<file path="config.mk">
export PLATFORM = sky130hd
export DESIGN_NAME = led_view_sched
export DESIGN_NICKNAME = d
export VERILOG_FILES = /design/src/rtl/led_view_sched.sv
export SDC_FILE = /design/constraint.sdc
export NUM_CORES = 1
export LEC_CHECK = 0
export ABC_AREA = 1
export BUFFER_PORTS_ARGS = -buffer_cell sky130_fd_sc_hd__buf_2
export CORE_ASPECT_RATIO = 1.4
export CORE_UTILIZATION = 44
export DETAILED_ROUTE_END_ITERATION = 10
export GPL_TIMING_DRIVEN = 0
export HOLD_SLACK_MARGIN = 0.12
export PLACE_DENSITY_LB_ADDON = 0.3
export SETUP_SLACK_MARGIN = 0.2
export SLEW_MARGIN = 0
export SYNTH_ARGS = -nofsm -noshare
export SYNTH_HDL_FRONTEND = slang
export SYNTH_SLANG_ARGS = --single-unit
</file>
<file path="constraint.sdc">
create_clock -name clk -period 4.8 [get_ports clk]
set_clock_uncertainty 0.2 [all_clocks]
set_input_delay 0.48 -clock clk [delete_from_list [all_inputs] [get_ports clk]]
set_output_delay 0.48 -clock clk [all_outputs]
set_load 0.01 [all_outputs]
</file>
<file path="src/rtl/led_view_sched.sv">
// rtl/led_view_sched.sv - LED view-select scheduler: debounced manual step, timed auto-rotate, reset-to-low on new instruction.
// The select is the FSM state register itself, so sel and sel_chg are both registered.
module led_view_sched #(
    parameter int DEB_CYCLES   = 500000,
    parameter int DWELL_CYCLES = 100000000
) (
    input  logic       clk,
    input  logic       rst_n,
    input  logic       btn_next,
    input  logic       auto_en,
    input  logic       inst_step,
    output logic [1:0] sel,
    output logic       sel_chg
);

    localparam int DCW = $clog2(DEB_CYCLES);
    localparam int TCW = $clog2(DWELL_CYCLES);
    localparam logic [DCW-1:0] DEB_LAST   = DCW'(DEB_CYCLES - 1);
    localparam logic [TCW-1:0] DWELL_LAST = TCW'(DWELL_CYCLES - 1);

    typedef enum logic [1:0] {
        VIEW_LO = 2'b00,
        VIEW_HI = 2'b01,
        VIEW_CU = 2'b10
    } view_t;

    view_t          r_state;
    view_t          w_next;
    logic           r_btn_s1;
    logic           r_btn_s2;
    logic           r_auto_s1;
    logic           r_auto_s2;
    logic           r_db;
    logic           r_db_q;
    logic [DCW-1:0] r_dcnt;
    logic [TCW-1:0] r_tcnt;
    logic           r_sel_chg;
    logic           w_press;
    logic           w_expire;
    logic           w_chg;

    always_ff @(posedge clk or negedge rst_n) begin
        if (!rst_n) begin
            r_btn_s1  <= 1'b0;
            r_btn_s2  <= 1'b0;
            r_auto_s1 <= 1'b0;
            r_auto_s2 <= 1'b0;
        end else begin
            r_btn_s1  <= btn_next;
            r_btn_s2  <= r_btn_s1;
            r_auto_s1 <= auto_en;
            r_auto_s2 <= r_auto_s1;
        end
    end

    // A level is accepted only after DEB_CYCLES consecutive disagreeing samples.
    always_ff @(posedge clk or negedge rst_n) begin
        if (!rst_n) begin
            r_db   <= 1'b0;
            r_db_q <= 1'b0;
            r_dcnt <= '0;
        end else begin
            r_db_q <= r_db;
            if (r_btn_s2 == r_db) begin
                r_dcnt <= '0;
            end else if (r_dcnt == DEB_LAST) begin
                r_db   <= r_btn_s2;
                r_dcnt <= '0;
            end else begin
                r_dcnt <= r_dcnt + DCW'(1);
            end
        end
    end

    assign w_press  = r_db & ~r_db_q;
    assign w_expire = (r_tcnt == DWELL_LAST) & r_auto_s2;

    always_comb begin
        w_next = r_state;
        if (inst_step) begin
            w_next = VIEW_LO;
        end else if (w_press || w_expire) begin
            case (r_state)
                VIEW_LO: w_next = VIEW_HI;
                VIEW_HI: w_next = VIEW_CU;
                default: w_next = VIEW_LO;
            endcase
        end
        w_chg = (w_next != r_state);
    end

    always_ff @(posedge clk or negedge rst_n) begin
        if (!rst_n) begin
            r_state   <= VIEW_LO;
            r_sel_chg <= 1'b0;
        end else begin
            r_state   <= w_next;
            r_sel_chg <= w_chg;
        end
    end

    // Every view change restarts the dwell, so expiry always coincides with a clear.
    always_ff @(posedge clk or negedge rst_n) begin
        if (!rst_n) begin
            r_tcnt <= '0;
        end else if (!r_auto_s2 || inst_step || w_chg) begin
            r_tcnt <= '0;
        end else begin
            r_tcnt <= r_tcnt + TCW'(1);
        end
    end

    assign sel     = r_state;
    assign sel_chg = r_sel_chg;

endmodule

</file>
==> flow_metrics.env <==
export IMPL_fin_crit_sh_pct=40.3
export IMPL_detail_route_wl_per_cell_um=12.0
export IMPL_crit_type="flop to flop"
export IMPL_fmax_ghz=0.517
export IMPL_final_antenna_net_count=0
export IMPL_clock_sinks=55
export IMPL_yosysSeqAreaShare_pct=45.7
export IMPL_min_path_type="flop to flop"
export IMPL_status="finished, final reports clean"
export IMPL_endpoint_kind="flop"
export IMPL_yosysWarnings=0
export IMPL_tns_ns=0
export IMPL_num_io_pins=8
export IMPL_gp_congestion=0.873
export IMPL_io_buffers=7
export IMPL_whs_path_depth=0
export IMPL_finalHoldViolCount=0
export IMPL_reg2reg_depth=9
export IMPL_die_area_um2=7190
export IMPL_postPlaceCellArea_um2=3160
export IMPL_clkLatencyLatePin_ns=0.31
export IMPL_synth_area_um2=3010
export IMPL_rsz0062_at_grt="no"
export IMPL_cp_cell_sequence="ha_1 > nand2_2 > nor2_4 > nand2_4 > nor2_4 > nand2_2 > nand4_4 > buf_12 > nor2_2"
export IMPL_fin_nets=394
export IMPL_slew_violations=0
export IMPL_grt_pass1_vias=2368
export IMPL_cts_clk_slew_worst_paths_ns=0.10
export IMPL_vias=2316
export IMPL_reg2reg_slack_ns=2.87
export IMPL_core_area_um2=6610
export IMPL_synth_cells=369
export IMPL_place_hpwl_mm=4.27
export IMPL_drt_total_wl_mm=5.77
export IMPL_antenna_cells=0
export IMPL_drt_iter0_markers=104
export IMPL_drc=0
export IMPL_cts_inserted_buffers=5
export IMPL_clock_path_buffers=2
export IMPL_grt_pass1_wl_mm=10.2
export IMPL_drt_pass1_iterations=4
export IMPL_drive_gt1_share_pct=15.5
export IMPL_areaGrowthSynthToFinish_pct=10.4
export IMPL_ys_ff_latch=55
export IMPL_globalRoute_totalOverflow=0
export IMPL_setup_viol=0
export IMPL_cts_resized=0
export IMPL_crit_slowest_cell="dfrtp_1"
export IMPL_cp_slowest_stage_delay_ns=0.48
export IMPL_antenna_found_initial=0
export IMPL_synthDistinctLibCells=30
export IMPL_required_ns=4.79
export IMPL_power_density_nw_per_um2=246
export IMPL_fin_area_um2=3330
export IMPL_row_count=35
export IMPL_clock_root_buffer="clkbuf_8"
export IMPL_hold_ws_ns=0.160
export IMPL_startpoint_type="flop"
export IMPL_cts_tree="yes"
export IMPL_syn_mean_instance_area_um2=8.17
export IMPL_synth_nets=376
export IMPL_die_h_um=99.9
export IMPL_cts_htree_levels=2
export IMPL_dieWidth_um=71.9
export IMPL_p_leak_nw=1.41
export IMPL_max_cap_violations=0
export IMPL_critPathMaxFanout=10
export IMPL_max_slew_margin_pct=76.7
export IMPL_viasPerCell=4.83
export IMPL_cts_setup_buffers=0
export IMPL_gr_usage_all_layers_pct=18.1
export IMPL_worst_pin_slew_ns=0.350
export IMPL_peakVddDrop_mv=0.161
export IMPL_start_util_pct=45.6
export IMPL_worstPathArrival_ns=1.93
export IMPL_grt_max_degree=56
export IMPL_fin_crit_ns=1.93
==> synthesized netlist by cell type <==
cell	count	area (µm²)
nand2_1	86	323
nor3b_2	1	12.5
nand4_4	2	42.5
o21ai_1	1	5.00
buf_12	2	40.0
dfrtp_1	55	1380
ha_1	2	25.0
xnor2_1	8	70.1
nor3_1	6	30.0
inv_2	1	3.75
nand3_1	13	65.1
nor2_4	5	56.3
nor2_2	25	156
inv_1	36	135
nand4_2	1	12.5
o21ai_0	2	10.0
nand4_1	7	43.8
nand2_4	1	11.3
a21o_1	1	7.51
o21bai_1	2	15.0
nor3_2	1	10.0
o21ai_2	1	8.76
nand2_2	3	18.8
nor2_1	77	289
xor2_1	22	193
nor3b_1	1	7.51
a31oi_1	2	12.5
a21oi_1	3	15.0
nand3_2	1	10.0
a211oi_1	1	7.51
==> kinds of logic after synthesis <==
logic type | Yosys count | synth area share, %
flip-flops | 55 | 45.7
XOR/XNOR | 30 | 8.72
AND/OR/NAND/NOR | 230 | 36.1
adder cells (fa/ha/maj) | 2 | 0.830
AO/OA/AOI/OAI | 13 | 2.70
buffers and inverters | 39 | 5.94
==> per-layer routing <==
metal,global-route usage [%],vias up,share of wire (%)
met5,0,-,0
met4,8.30,0,2.7
met3,3.21,13,1.8
met2,33.8,20,54
met1,19.6,1107,41
li1,-,1176,-
==> where the power goes <==
| part | internal [W] | total [W] | switching [W] |
|---|---|---|---|
| Clock | 0.000156 | 0.000308 | 0.000153 |
| Combinational | 0.0000127 | 0.0000362 | 0.0000235 |
| Sequential | 0.000468 | 0.000472 | 0.00000422 |
==> worst max-delay path: cells and delay by family, from the launching register on <==
kind                       cells  cell delay, ns
adders and majority gates      1            0.24
and+or+nand+nor                7            0.73
DFF                            1            0.48
buffers and inverters          1            0.17
==> area by class of cell <==
class,instances,area [µm²]
Inverter,37,139
Buffer,2,40.0
Fill cell,625,3290
Tap cell,92,115
Timing Repair Buffer,11,85.1
Multi-Input combinational cell,275,1460
Clock buffer,5,68.8
Sequential cell,55,1380
Clock inverter,3,43.8
==> sequential cells by signal, indices dropped and copies added (netlist names) <==
register   count
r_tcnt        27
r_dcnt        19
sel            2
r_auto_s1      1
r_auto_s2      1
r_btn_s1       1
r_btn_s2       1
r_db           1
r_db_q         1
sel_chg        1
==> cell usage in the layout (no fill, tap or decap), types with 2 or more instances in the layout <==
master	netlist	routed
nand4_4	2	2
nand2_1	86	86
nor2_1	77	77
nor2_4	5	5
a21oi_1	3	3
dlygate4sd3_1	0	3
buf_12	2	3
clkbuf_8	0	5
nand4_1	7	7
nand2_2	3	3
inv_1	36	36
o21bai_1	2	2
nor2_2	25	25
o21ai_0	2	2
dfrtp_1	55	55
xor2_1	22	22
nor3_1	6	6
ha_1	2	2
xnor2_1	8	8
nand3_1	13	13
buf_2	0	7
a31oi_1	2	2
==> final timing paths <==
path	from	to
max	r_tcnt[0]	r_tcnt[8]
min	r_btn_s1	r_btn_s2
max reg2reg	r_tcnt[0]	r_tcnt[8]
min reg2reg	r_btn_s1	r_btn_s2
max in group asynchronous	rst_n	r_dcnt[9]
min in group asynchronous	rst_n	r_tcnt[2]
==> per-stage QoR <==
stage          total power (W)  cells  util, %  setup slack, ns
2_1_floorplan         0.000499    369        -             3.09
3_3_place_gp          0.000514    468     47.8             2.90
3_5_place_dp          0.000515    468     47.8             2.88
4_1_cts               0.000827    478     49.8             2.85
5_1_grt               0.000849    480     50.3             2.73
6_report              0.000817    480     50.3             2.87
==> what timing repair did <==
action                                  CTS  global route
endpoints found under the setup margin    0             0
endpoints found under the hold margin     2            13
hold buffers                              2             1
(Power assumes the default switching activity.)
